`src/rtl/light_pkg.sv`:
```
// Shared types, widths and helpers for the light show controller.
// LIGHT_SHOW_BLINK_EN adds BLINK to the mode rotation.
package light_pkg;

   localparam int unsigned LEDS_W = 8;

   localparam logic [LEDS_W-1:0] START_DOT   = 8'h01;
   localparam logic [LEDS_W-1:0] START_BLINK = 8'hFF;

   typedef enum logic [1:0] {
      BOUNCE = 2'd0,
      ROT_L  = 2'd1,
      ROT_R  = 2'd2,
      BLINK  = 2'd3
   } mode_e;

   function automatic mode_e next_mode(input mode_e m);
      mode_e n;
      case (m)
         BOUNCE:  n = ROT_L;
         ROT_L:   n = ROT_R;
`ifdef LIGHT_SHOW_BLINK_EN
         ROT_R:   n = BLINK;
`else
         ROT_R:   n = BOUNCE;
`endif
         default: n = BOUNCE;
      endcase
      return n;
   endfunction

   function automatic logic [LEDS_W-1:0] start_value(input mode_e m);
      return (m == BLINK) ? START_BLINK : START_DOT;
   endfunction

   function automatic logic is_onehot(input logic [LEDS_W-1:0] v);
      return (v != '0) && ((v & (v - 8'd1)) == '0);
   endfunction

endpackage

```
`src/rtl/tick_prescaler.sv`:
```
// Prescaler producing one tick every (BASE_DIV >> speed) enabled cycles.
// Counter holds while disabled; clr restarts the period.
module tick_prescaler #(
   parameter int unsigned       DIV_W    = 24,
   parameter logic [DIV_W-1:0]  BASE_DIV = 24'd1_000_000
) (
   input  logic       clk,
   input  logic       rst,
   input  logic       en,
   input  logic       clr,
   input  logic [1:0] speed,
   output logic       tick
);

   logic [DIV_W-1:0] cnt_q, cnt_d;
   logic [DIV_W-1:0] period_m1;

   // >= rather than == so a speed increase past the current count fires at once
   always_comb begin
      period_m1 = (BASE_DIV >> speed) - DIV_W'(1);
      tick      = en && (cnt_q >= period_m1);
      cnt_d     = cnt_q;
      if (clr) begin
         cnt_d = '0;
      end else if (tick) begin
         cnt_d = '0;
      end else if (en) begin
         cnt_d = cnt_q + DIV_W'(1);
      end
   end

   always_ff @(posedge clk or posedge rst) begin
      if (rst) begin
         cnt_q <= '0;
      end else begin
         cnt_q <= cnt_d;
      end
   end

endmodule

```
`src/rtl/light_show_ctrl.sv`:
```
// Light show controller: run/pause, mode FSM and registered LED pattern.
// LIGHT_SHOW_BLINK_EN enables the BLINK mode (see light_pkg).
module light_show_ctrl
   import light_pkg::*;
#(
   parameter int unsigned       DIV_W    = 24,
   parameter logic [DIV_W-1:0]  BASE_DIV = 24'd1_000_000
) (
   input  logic              clk,
   input  logic              rst,
   input  logic              btn_run,
   input  logic              btn_mode,
   input  logic [1:0]        speed,
   output logic [LEDS_W-1:0] leds,
   output logic [1:0]        mode,
   output logic              running
);

   mode_e             mode_q, mode_d, mode_nxt;
   logic [LEDS_W-1:0] leds_q, leds_d;
   logic              dir_q, dir_d;       // 0 = moving left, 1 = moving right
   logic              running_q, running_d;
   logic              tick;

   tick_prescaler #(
      .DIV_W    (DIV_W),
      .BASE_DIV (BASE_DIV)
   ) u_prescaler (
      .clk   (clk),
      .rst   (rst),
      .en    (running_q),
      .clr   (btn_mode),
      .speed (speed),
      .tick  (tick)
   );

   always_comb begin
      mode_nxt  = next_mode(mode_q);
      mode_d    = mode_q;
      leds_d    = leds_q;
      dir_d     = dir_q;
      running_d = running_q ^ btn_run;

      // A mode change swallows any coincident tick
      if (btn_mode) begin
         mode_d = mode_nxt;
         leds_d = start_value(mode_nxt);
         dir_d  = 1'b0;
      end else if (tick) begin
         unique case (mode_q)
            BOUNCE: begin
               if (!is_onehot(leds_q)) begin
                  leds_d = START_DOT;
                  dir_d  = 1'b0;
               end else if (!dir_q) begin
                  if (leds_q == 8'h80) begin
                     leds_d = 8'h40;
                     dir_d  = 1'b1;
                  end else begin
                     leds_d = leds_q << 1;
                  end
               end else begin
                  if (leds_q == 8'h01) begin
                     leds_d = 8'h02;
                     dir_d  = 1'b0;
                  end else begin
                     leds_d = leds_q >> 1;
                  end
               end
            end
            ROT_L:  leds_d = {leds_q[LEDS_W-2:0], leds_q[LEDS_W-1]};
            ROT_R:  leds_d = {leds_q[0], leds_q[LEDS_W-1:1]};
            BLINK:  leds_d = ~leds_q;
         endcase
      end
   end

   always_ff @(posedge clk or posedge rst) begin
      if (rst) begin
         mode_q    <= BOUNCE;
         leds_q    <= START_DOT;
         dir_q     <= 1'b0;
         running_q <= 1'b0;
      end else begin
         mode_q    <= mode_d;
         leds_q    <= leds_d;
         dir_q     <= dir_d;
         running_q <= running_d;
      end
   end

   assign leds    = leds_q;
   assign mode    = mode_q;
   assign running = running_q;

endmodule
```
`config.mk`:
```
export PLATFORM = sky130hd
export DESIGN_NAME = light_show_ctrl
export DESIGN_NICKNAME = d
export VERILOG_FILES = /design/src/rtl/light_pkg.sv /design/src/rtl/tick_prescaler.sv /design/src/rtl/light_show_ctrl.sv
export SDC_FILE = /design/constraint.sdc
export NUM_CORES = 1
export LEC_CHECK = 0
export CAP_MARGIN = 30
export CORE_MARGIN = 3
export CORE_UTILIZATION = 44
export DETAILED_ROUTE_END_ITERATION = 7
export PLACE_DENSITY_LB_ADDON = 0.05
export REMOVE_ABC_BUFFERS = 1
export SYNTH_ARGS = -nofsm -noshare
export SYNTH_HDL_FRONTEND = slang
export SYNTH_SLANG_ARGS = --single-unit
```
`constraint.sdc`:
```
create_clock -name clk -period 3.4 [get_ports clk]
set_clock_uncertainty 0.2 [all_clocks]
set_input_delay 0.68 -clock clk [delete_from_list [all_inputs] [get_ports clk]]
set_output_delay 0.68 -clock clk [all_outputs]
set_load 0.01 [all_outputs]
```
# Word-level counts from Yosys, hierarchy flattened
# Index checks and enable logic that the tools add are counted.
[word_totals]
reg_bits = 36
input_bits = 6
elab_cells = 47
output_inout_bits = 11
[classes]
n_bitwise = 3
addsub = 3
n_reduce_logical = 9
n_shift = 1
eq_ne = 6
mux = 19
magnitude_cmp = 1
[ops]
columns = ["cell", "count"]
rows = [
  ["$mux W24", 3],
  ["$mux W8", 6],
  ["$pmux W8 S4", 1],
  ["$add A24 B1 Y24 const B", 1],
  ["$ge A24 B24 Y1", 1],
  ["$shr A20 B2 Y24 const A", 1],
  ["$sub A24 B1 Y24 const B", 1],
  ["$and A8 B8 Y8", 1],
  ["$eq A8 B1 Y1 const B", 1],
  ["$eq A8 B8 Y1 const B", 1],
  ["$logic_not A8 Y1", 1],
  ["$not A8 Y8", 1],
  ["$reduce_bool A8 Y1", 1],
  ["$sub A8 B1 Y8 const B", 1],
  ["$mux W1", 7],
  ["$mux W7", 1],
  ["$eq A2 B2 Y1 const B", 3],
  ["$pmux W2 S2", 1],
  ["$reduce_bool A2 Y1", 2],
  ["$reduce_bool A3 Y1", 1],
  ["$eq A2 B1 Y1 const B", 1],
  ["$logic_and A1 B1 Y1", 2],
  ["$logic_not A2 Y1", 1],
  ["$reduce_and A2 Y1", 1],
  ["$xor A1 B1 Y1", 1],
]

# Depth between registers and ports, before layout
# Gate-level depths: netlist (run 1).
[logic_depth]
depth_word = 8
mapped_depth = 13
ltp_nobuf = 11

# Modules after synthesis
# A second synthesis (run 1) with hierarchy kept.
[unflattened]
cells_unflattened = 345
hier_area_um2 = 3026.7
[by_module_without_submodules]
columns = ["mod", "area_per_inst_um2", "cells_per_inst", "n_inst", "seq_area_each_um2"]
rows = [
  ["tick_prescaler", 2079.5, 235, 1, 600.6],
  ["light_show_ctrl", 947.2, 110, 1, 301.5],
]

# Worst setup path after synthesis (run 1)
# Ideal clock, no wire load.
[synth_timing]
kind = "input to register"
from = "in speed[0]"
to = "reg u_prescaler.cnt_q[10]"
arrival_ns = 2.542
n_path_buf = 1
required_ns = 3.074
slack_ns = 0.532
setup_time_ns = 0.126
cell_stages = 11
cell_sequence = "inv_1 ha_1 inv_1 ha_1 nand4_1 nor4_2 o311a_2 nor3_4 buf_6 and3_1 a221o_1"
[synth_via]
elab_chain_len = 6
word_cells_on_any_way = 7
classes_between = "1 x add/sub; 1 x order compare; 1 x shift; 2 x mux; 2 x reduce/logical"
[synth_lines]
columns = ["item", "line_no", "rtl"]
rows = [
  ["start: declaration", "light_show_ctrl.sv:13", "input logic [1:0] speed,"],
  ["$shr A20 B2 Y24 (*)", "tick_prescaler.sv:20", "period_m1 = (BASE_DIV >> speed) - DIV_W'(1);"],
  ["$sub A24 B1 Y24 (*)", "tick_prescaler.sv:20", ""],
  ["$ge A24 B24 Y1 (*)", "tick_prescaler.sv:21", "tick = en && (cnt_q >= period_m1);"],
  ["$logic_and A1 B1 Y1 (*)", "tick_prescaler.sv:21", ""],
  ["$mux W24", "tick_prescaler.sv:25", "end else if (tick) begin"],
  ["$mux W24", "tick_prescaler.sv:23", "if (clr) begin"],
  ["end signal: assignment", "tick_prescaler.sv:36", "cnt_q <= cnt_d;"],
  ["end: declaration", "tick_prescaler.sv:15", "logic [DIV_W-1:0] cnt_q, cnt_d;"],
]
# Every way passes the cells marked *; elsewhere a longest branch is shown, timed or not.
# A chain may end at the register's enable or synchronous reset.

# Worst setup path after layout (run 1)
[layout_timing]
from = "in speed[1]"
to = "reg u_prescaler.cnt_q[10]"
# The elaborated chain is that of the path after synthesis.

==> summary.md, run 1 <==
| Metric | Value |
|---|---|
| DR iter-0 viols | 181 |
| DR DRC count | 0 |
| Place WS | -0.169 ns |
| Initial antenna violation count | 0 |
| Hold Violations, Final | 0 |
| Core ar. | slightly above 6000 um^2 |
| First-pass GRT wire length | 11800 um |
| CTS Buffer Depth | 2 |
| Clk_lat worst skew | 0.28 ns |
| Number of nets in the layout | 394 |
| TritonCTS clock tree | yes |
| Starting density of the core | 0.466 |
| Top sig layer | met4 |
| WL/cell | 15.7 um |
| Register area share after synthesis | 0.318 |
| Slew headroom | 0.639 |
| Hold Path Class | reg2reg |
| Crit Path Class | in2reg |
| Die area | 7450 um^2 |
| Synth Instances | ~330 |
| Synthesis-to-layout area growth | 15.5% |
| Vias per inst | a little under 6 |
| CTS Buf Count | 5 |
| RePlAce Congestion | around 0.86 |
| Setup ws final | approximately 0.15 ns |
| Die H | 86.3 um |
| # diodes | 0 |
| CTS clk-pin slew, worst paths | 0.07 ns |
| Fill count | approximately 580 |
| Commonest non-fill, non-tap cells in the layout | 35 x dfrtp_1, 33 x nor2_1, 32 x nand2_1, 27 x ha_1, 21 x a21oi_1 |
| # Post-CTS Setup Buffers | 0 |
| Final min period | 3.25 ns |
| Synth Register Bits | 36 |
| Syn avg cell area | 8.58 um^2 |
| Most frequent standard cell in the layout excluding fill and tap cells | dfrtp_1 |
| Placed instance count | 428 |
| Slew Viols, Final | 0 |
| Synth Flop Type | dfrtp_1 |
| Fmax | about 310 MHz |
| Post-CTS Hold Buffers | 0 |
| Total grt overflow | 0 |
| Final worst path period share | 0.957 |
| WL met2 | 2970 um |
| Largest net degree at the start of global routing | 37 |
| CP Max Fanout | 13 |
| Peak supply drop | ~0.3 mV |
| Status | finished, final reports clean |
| Via count | 2526 |
| Synth Cell Area | 2840 um^2 |
| Layout cells sized above 1 | 0.122 |
| Site row count | 28 |
| All-layer global routing usage | 0.195 |
| Die Wd | 86.3 um |
| # IOs | 17 |
| WL met1 | 3510 um |
| Crit. End Element | flop |
| Post_cts resized | 0 |
| CTS Sinks | 36 |
| Clock root buffer | clkbuf_8 |
| H-tree depth | 2 |
| Number of global-route vias before repair | around 2400 |
| Ys async rst share | 1.00 |
| Final Setup Violations | 0 |
| Synth warn | 0 |
| WL final | 6870 um |
| Worst-Margin Slew | 0.541 ns |
| Post-route insts no fill | ~440 |
| CP arrival | approximately 3.2 ns |
| Leakage | 1.42 nW |
| Pwr Total | 0.00164 W |
| CP Launch Type | primary input |
| Post-synth EDFFs | 0 |
| Req. time, crit path | 3.37 ns |
| Cell variety after synth | 57 |
| Final hold slack | around 0.33 ns |
| Final ANT Viol Nets | 0 |
| RSZ-0062 raised after global routing | false |
| PwrDens | 499 nW/um^2 |
| Max-Cap Viols | 0 |
| DP HPWL | 5040 um |
| Metal3 WL | between 300 and 400 um |
| Drt first pass iters | 5 |
| # port buffers | 16 |
-- flip-flops by register name, indices dropped and copies added, names as in the netlist --
signal,flops
dir_q,1
mode,2
u_prescaler.cnt_q,24
running,1
leds,8
-- final cells by class --
| class | instances | area (um^2) | area share |
|---|---|---|---|
| well taps | 75 | 93.8 | 0.0286 |
| clock buffers | 8 | 100 | 0.0305 |
| repair buffers | 36 | 335 | 0.102 |
| inverters | 15 | 56.3 | 0.0172 |
| multi-input cells | 267 | 1790 | 0.546 |
| flip-flops and latches | 36 | 902 | 0.275 |
-- per-stage QoR --
| step | TNS [ns] | cell area [um^2] | utilization |
|---|---|---|---|
| 6_report | 0 | 3280 | 0.538 |
| 5_1_grt | 0 | 3280 | 0.538 |
| 4_1_cts | 0 | 3270 | 0.537 |
| 3_5_place_dp | -2.58 | 3170 | 0.520 |
| 3_3_place_gp | -0.902 | 3170 | 0.520 |
| 2_1_floorplan | 0 | 2750 | - |
-- worst paths after layout --
check	depth (start not counted)	from	end	slack [ns]
setup / recovery	13	speed[1]	u_prescaler.cnt_q[10]$_DFFE_PP0P_	0.15
hold / removal	2	u_prescaler.cnt_q[1]$_DFFE_PP0P_	u_prescaler.cnt_q[1]$_DFFE_PP0P_	0.33
setup reg to reg	8	u_prescaler.cnt_q[9]$_DFFE_PP0P_	u_prescaler.cnt_q[10]$_DFFE_PP0P_	0.91
hold reg to reg	2	u_prescaler.cnt_q[1]$_DFFE_PP0P_	u_prescaler.cnt_q[1]$_DFFE_PP0P_	0.33
max in group asynchronous	3	rst	leds[0]$_DFFE_PP1P_	2.04
min in group asynchronous	3	rst	u_prescaler.cnt_q[22]$_DFFE_PP0P_	0.62
-- synthesized netlist by cell type (all sizes together), types with 4 or more instances --
master | number | share of area
clkbuf | 4 | 0.0053
nand2 | 33 | 0.045
dfrtp | 35 | 0.31
ha | 27 | 0.12
nor2 | 35 | 0.050
o21ai | 25 | 0.044
buf | 11 | 0.029
a211oi | 4 | 0.011
mux2i | 5 | 0.018
a21oi | 22 | 0.040
nor4 | 8 | 0.022
o211ai | 5 | 0.013
inv | 15 | 0.020
xor2 | 8 | 0.025
a31oi | 4 | 0.0088
nand2b | 5 | 0.011
xnor2 | 6 | 0.019
nand4 | 13 | 0.029
and3 | 4 | 0.0088
nor3 | 12 | 0.027
nand3 | 11 | 0.021
a22o | 4 | 0.012
-- metal layers --
| layer | global-route usage | vias to the layer above |
|---|---|---|
| li1 | - | 1261 |
| met1 | 0.289 | 1180 |
| met2 | 0.300 | 81 |
| met3 | 0.0314 | 4 |
| met4 | 0.0368 | 0 |
| met5 | 0 | - |
-- power breakdown --
group / leakage [nW] / total (W) / switching, W / internal (W)
clock network: 0.0515 / 0.000331 / 0.000146 / 0.000185
logic: 0.885 / 0.000670 / 0.000374 / 0.000297
registers: 0.488 / 0.000635 / 0.000149 / 0.000486
total: 1.42 / 0.00164 / 0.000669 / 0.000967
-- critical path: stages --
cell and delay [ns]:
clkdlybuf4s50_1 0.52, inv_1 0.09, ha_1 0.23, nand4_1 0.09
nor2_1 0.05, ha_1 0.27, nand4bb_1 0.17, nor4_2 0.24
o311a_2 0.27, nor3_4 0.06, buf_12 0.15, and3_1 0.15
a221o_1 0.25
-- logic make-up after synthesis --
| logic type | share of synthesized area |
|---|---|
| buffers and inverters | 0.0538 |
| xor gates and xnor gates | 0.0432 |
| and+or+nand+nor | 0.254 |
| AOI/OAI and AO/OA | 0.182 |
| other | 0.00132 |
| DFF | 0.318 |
| adders and majority gates | 0.119 |
| muxes | 0.0295 |
Power figures use the tool's default switching activity.
==> run 2: changes to the inputs <==
TNS_END_PERCENT = 1   (was unset)
==> summary.md, run 2 (synthesis gave the netlist of run 1 again) <==
| Metric | Value |
|---|---|
| Status | finished, final reports clean |
| Clock root buffer | clkbuf_8 |
| Peak supply drop | 0.297 mV (+0.38%) |
| Max-Cap Viols | 0 (unchanged) |
| WL final | 6820 um (-0.63%) |
| Die H | 86.3 um (unchanged) |
| Die area | 7450 um^2 (unchanged) |
| Starting density of the core | 0.466 (unchanged) |
| Biggest register | u_prescaler.cnt_q |
| RSZ-0062 raised after global routing | true |
| Pwr Total | 0.00163 W (-0.16%) |
| DP HPWL | 5040 um (unchanged) |
| Vias per inst | 5.70 (-1.4%) |
| H-tree depth | 2 (unchanged) |
| CTS Buf Count | 5 (unchanged) |
| Final ANT Viol Nets | 0 (unchanged) |
| Layout cells sized above 1 | 0.119 (-0.00243) |
| Crit Path Class | in2reg |
| CP peak stage delay | 0.52 ns (about the same) |
| Drt first pass iters | 4 (-1) |
| Hold Path Class | reg2reg |
| First-pass GRT wire length | 11800 um (unchanged) |
| # IOs | 17 (unchanged) |
| DR DRC count | 0 (unchanged) |
| DR iter-0 viols | 199 (+9.9%) |
| Via count | 2486 (-1.6%) |
| Worst-case reg-to-reg path depth | 8 (unchanged) |
| Post-route insts no fill | 436 (-0.23%) |
| Worst-Margin Slew | 0.541 ns (-0.000602 ns) |
| Final min period | 3.26 ns (+0.00683 ns) |
| Number of nets in the layout | 393 (-0.25%) |
| CP Max Fanout | 13 (unchanged) |
| RePlAce Congestion | 0.862 (unchanged) |
| Synthesis-to-layout area growth | 15.2% |
| Commonest non-fill, non-tap cells in the layout | 35 x dfrtp_1, 33 x nor2_1, 32 x nand2_1, 27 x ha_1, 21 x a21oi_1 |
| Total grt overflow | 0 (unchanged) |
| Final worst path period share | 0.959 (+0.00201) |
| TritonCTS clock tree | yes |
| Final Setup Violations | 0 (unchanged) |
| Leakage | 1.42 nW (-0.38%) |
| CP Launch Type | primary input |
| CP arrival | 3.23 ns (about the same) |
| Largest net degree at the start of global routing | 37 (unchanged) |
| Fmax | 307 MHz (-0.21%) |
| Worst reg2reg setup slack | 0.91 ns (about the same) |
| Slew headroom | 0.640 (about the same) |
| Core ar. | 6100 um^2 (unchanged) |
| # port buffers | 16 (unchanged) |
| Crit. End Element | flop |
| WL/cell | 15.6 um (-0.40%) |
| Placed instance count | 428 (unchanged) |
| PwrDens | 499 nW/um^2 (about the same) |
| CTS Sinks | 36 (unchanged) |
| Clk_lat worst skew | 0.28 ns (about the same) |
| Post-route setup TNS | 0 ns (unchanged) |
| Site row count | 28 (unchanged) |
| Crit-path cells | clkdlybuf4s50_1 > inv_1 > ha_1 > nand4_1 > nor2_1 > ha_1 > nand4bb_1 > nor4_2 > o311a_2 > nor3_4 > buf_12 > and3_1 > a221o_1 |
| CP Capture Point | u_prescaler.cnt_q[10]$_DFFE_PP0P_ |
| CTS Buffer Depth | 2 (unchanged) |
| Die Wd | 86.3 um (unchanged) |
| CTS clk-pin slew, worst paths | 0.07 ns (about the same) |
| All-layer global routing usage | 0.195 (unchanged) |
| Req. time, crit path | 3.37 ns (about the same) |
| Number of global-route vias before repair | 2394 (unchanged) |
| Critical Path Start | speed[1] |
| Initial antenna violation count | 0 (unchanged) |
| Crit-path slowest cell | clkdlybuf4s50_1 |
| Crit-path most repeated cell | ha_1 |
| Most frequent standard cell in the layout excluding fill and tap cells | dfrtp_1 |
| Post_cts resized | 0 (unchanged) |
| Max reg flops | 24 (unchanged) |
| End of the worst register-to-register path | u_prescaler.cnt_q[10]$_DFFE_PP0P_ |
| Hold Violations, Final | 0 (unchanged) |
| Slew Viols, Final | 0 (unchanged) |
| Reg2reg start | u_prescaler.cnt_q[9]$_DFFE_PP0P_ |
| # diodes | 0 (unchanged) |
## run 2: changes by cell type in the layout (fill, tap and decap cells not counted), sizes merged
cell / change
buf: -1
## run 2: per-stage QoR
step                hold slack [ns]  utilization  instance area [um^2]  worst slack (ns)
CTS                           0.332        0.537                  3270             0.126
global route                  0.376        0.537                  3270          -0.00294
detailed placement            0.317        0.520                  3170            -0.169
global placement              0.308        0.520                  3170            -0.107
finish                        0.328        0.537                  3270             0.140
floorplan                     0.280            -                  2750             0.224
## run 2: worst min path at each step
stage | to | start | slack, ns | cells after the start
after floorplan | u_prescaler.cnt_q[1]$_DFFE_PP0P_ | u_prescaler.cnt_q[1]$_DFFE_PP0P_ | 0.28 | 2
after global routing | u_prescaler.cnt_q[0]$_DFFE_PP0P_ | u_prescaler.cnt_q[0]$_DFFE_PP0P_ | 0.38 | 1
after CTS | u_prescaler.cnt_q[1]$_DFFE_PP0P_ | u_prescaler.cnt_q[1]$_DFFE_PP0P_ | 0.33 | 2
after detailed placement | u_prescaler.cnt_q[1]$_DFFE_PP0P_ | u_prescaler.cnt_q[1]$_DFFE_PP0P_ | 0.32 | 2
final | u_prescaler.cnt_q[1]$_DFFE_PP0P_ | u_prescaler.cnt_q[1]$_DFFE_PP0P_ | 0.33 | 2
after global placement | u_prescaler.cnt_q[1]$_DFFE_PP0P_ | u_prescaler.cnt_q[1]$_DFFE_PP0P_ | 0.31 | 2
## run 2: what timing repair did
action	in CTS	in global routing
hold buffers	0	0
buffers inserted	0	0
endpoints found under the setup margin	0	3
## run 2: worst max-delay path: cells and delay by family
| kind | cells | cell delay [ns] |
|---|---|---|
| AND/OR/NAND/NOR | 6 | 0.77 |
| adder cells (fa/ha/maj) | 2 | 0.50 |
| AO/OA/AOI/OAI | 2 | 0.53 |
| buffers and inverters | 3 | 0.76 |
## run 2: cell type report
class	count	area, um^2
Clock buffer	8	100
Fill cell	578	2820
Sequential cell	36	902
Inverter	15	56.3
Tap cell	75	93.8
Multi-Input combinational cell	267	1790
Timing Repair Buffer	35	328
## run 2: metal layers
metal,share of wire,vias up,global-route usage
met5,0,-,0
met4,0.0050,0,0.0368
met3,0.046,6,0.0314
met2,0.44,65,0.300
met1,0.51,1153,0.289
li1,-,1262,-
## run 2: power breakdown
part / switching [W] / total [W] / internal [W]
sequential: 0.000150 / 0.000636 / 0.000486
clock: 0.000147 / 0.000332 / 0.000185
combinational: 0.000369 / 0.000666 / 0.000297
total: 0.000666 / 0.00163 / 0.000967
==> run 3: changes to the inputs <==
ABC_CLOCK_PERIOD_IN_PS = 3400   (was unset)
CTS_CLUSTER_SIZE = 30   (was unset)
SKIP_LAST_GASP = 1   (was unset)
==> summary.md, run 3 (synthesis gave the netlist of run 1 again) <==
| Metric | Value |
|---|---|
| RePlAce Congestion | 0.862 (unchanged) |
| RSZ-0062 raised after global routing | true |
| Clock root buffer | clkbuf_8 |
| WHS Path Cells | 2 (unchanged) |
| CTS Buf Count | 5 (unchanged) |
| Vias per inst | 5.70 (unchanged) |
| Layout cells sized above 1 | 0.119 (unchanged) |
| CP Max Fanout | 13 (unchanged) |
| Most frequent standard cell in the layout excluding fill and tap cells | dfrtp_1 |
| Site row count | 28 (unchanged) |
| Hold wc startpoint | u_prescaler.cnt_q[1]$_DFFE_PP0P_ |
| Total net switching power | 0.000666 W (unchanged) |
| Largest net degree at the start of global routing | 37 (unchanged) |
| Starting density of the core | 0.466 (unchanged) |
| WL/cell | 15.6 um (unchanged) |
| Final worst path period share | 0.959 (unchanged) |
| Clk_lat worst skew | 0.28 ns (about the same) |
| All-layer global routing usage | 0.195 (unchanged) |
| End of the worst register-to-register path | u_prescaler.cnt_q[10]$_DFFE_PP0P_ |
| Number of nets in the layout | 393 (unchanged) |
| CTS clk-pin slew, worst paths | 0.07 ns (about the same) |
| Final Setup Violations | 0 (unchanged) |
| Max-Cap Viols | 0 (unchanged) |
| Setup ws final | 0.140 ns (unchanged) |
| Die area | 7450 um^2 (unchanged) |
| Via count | 2486 (unchanged) |
| Leakage | 1.42 nW (unchanged) |
| Slew Viols, Final | 0 (unchanged) |
| Final min period | 3.26 ns (unchanged) |
| Seq pwr share | 0.389 (about the same) |
| WL final | 6820 um (unchanged) |
| Status | finished, final reports clean |
| Req. time, crit path | 3.37 ns (about the same) |
| H-tree depth | 2 (unchanged) |
| Total grt overflow | 0 (unchanged) |
| Fill count | 578 (unchanged) |
| Hold EP | u_prescaler.cnt_q[1]$_DFFE_PP0P_ |
| Post-route setup TNS | 0 ns (unchanged) |
| # IOs | 17 (unchanged) |
| CP Launch Type | primary input |
| Max reg flops | 24 (unchanged) |
| Die H | 86.3 um (unchanged) |
| Post_cts resized | 0 (unchanged) |
| Reg2reg start | u_prescaler.cnt_q[9]$_DFFE_PP0P_ |
| # diodes | 0 (unchanged) |
| DP HPWL | 5040 um (unchanged) |
| DR DRC count | 0 (unchanged) |
| Switch share | 0.408 (unchanged) |
| Place WS | -0.169 ns (unchanged) |
| Core ar. | 6100 um^2 (unchanged) |
| Crit. End Element | flop |
| CTS Sinks | 36 (unchanged) |
| Peak supply drop | 0.297 mV (unchanged) |
| Finished Cell Area | 3270 um^2 (unchanged) |
| Pint | 0.000967 W (unchanged) |
| Hold Violations, Final | 0 (unchanged) |
| Initial antenna violation count | 0 (unchanged) |
| Worst-Margin Slew | 0.541 ns (unchanged) |
| Fmax | 307 MHz (unchanged) |
| # port buffers | 16 (unchanged) |
| Clock share of power | 0.203 (about the same) |
| Number of global-route vias before repair | 2394 (unchanged) |
| Worst-case reg-to-reg path depth | 8 (unchanged) |
| TritonCTS clock tree | yes |
| Hold Path Class | reg2reg |
| Final ANT Viol Nets | 0 (unchanged) |
| # Post-CTS Setup Buffers | 0 (unchanged) |
| Die Wd | 86.3 um (unchanged) |
| Post-CTS Hold Buffers | 0 (unchanged) |
| DR iter-0 viols | 199 (unchanged) |
| PwrDens | 499 nW/um^2 (unchanged) |
| Area after DPL | 3170 um^2 (unchanged) |
| Worst reg2reg setup slack | 0.91 ns (about the same) |
| Combinational Power Share | 0.408 (about the same) |
| Commonest non-fill, non-tap cells in the layout | 35 x dfrtp_1, 33 x nor2_1, 32 x nand2_1, 27 x ha_1, 21 x a21oi_1 |
| First-pass GRT wire length | 11800 um (unchanged) |
| CTS Buffer Depth | 2 (unchanged) |
| CP arrival | 3.23 ns (about the same) |
| Crit Path Class | in2reg |
| Drt first pass iters | 4 (unchanged) |
| Biggest register | u_prescaler.cnt_q |
| Slew headroom | 0.640 (unchanged) |
| Synthesis-to-layout area growth | 15.2% (unchanged) |
-- run 3: cell counts in the layout (fill, tap and decap cells not counted) --
Identical to the previous run, type by type.
-- run 3: per-layer routing --
metal	share of wire	up-vias	global-route usage
met5	0	-	0
li1	-	1262	-
met4	0.0050	0	0.0368
met3	0.046	6	0.0314
met1	0.51	1153	0.289
met2	0.44	65	0.300
-- run 3: worst max-delay path: stages --
cell and delay (ns):
clkdlybuf4s50_1 0.52, inv_1 0.09, ha_1 0.23, nand4_1 0.10
nor2_1 0.05, ha_1 0.27, nand4bb_1 0.17, nor4_2 0.24
o311a_2 0.28, nor3_4 0.06, buf_12 0.15, and3_1 0.15
a221o_1 0.25
-- run 3: cell type report --
cell class	count	area, um^2	share of cell area
multi-input cells	267	1790	0.548
flip-flops and latches	36	902	0.276
repair buffers	35	328	0.100
clock buffers	8	100	0.0306
well taps	75	93.8	0.0287
inverters	15	56.3	0.0172
-- run 3: how the worst max path moves through the flow --
stage,slack [ns],start,endpoint
floorplan,0.22,speed[0],u_prescaler.cnt_q[11]$_DFFE_PP0P_
global placement,-0.11,speed[1],u_prescaler.cnt_q[10]$_DFFE_PP0P_
detailed placement,-0.17,speed[1],u_prescaler.cnt_q[10]$_DFFE_PP0P_
CTS,0.13,speed[1],u_prescaler.cnt_q[10]$_DFFE_PP0P_
global route,-0.003,speed[1],leds[6]$_DFFE_PP0P_
finish,0.14,speed[1],u_prescaler.cnt_q[10]$_DFFE_PP0P_
-- run 3: metrics by stage --
step / power [W] / util / hold slack [ns] / instances
after global placement: 0.00130 / 0.520 / 0.308 / 428
after global routing: 0.00176 / 0.537 / 0.376 / 436
after detailed placement: 0.00130 / 0.520 / 0.317 / 428
after floorplan: 0.00102 / - / 0.280 / 318
final: 0.00163 / 0.537 / 0.328 / 436
after CTS: 0.00164 / 0.537 / 0.332 / 436
-- run 3: power groups by stage --
stage / sequential [W] / clock (W) / combinational (W)
detailed placement: 0.000641 / 0 / 0.000658
floorplan: 0.000635 / 0 / 0.000382
finish: 0.000636 / 0.000332 / 0.000666
CTS: 0.000633 / 0.000341 / 0.000662
global placement: 0.000639 / 0 / 0.000659
global route: 0.000650 / 0.000367 / 0.000740
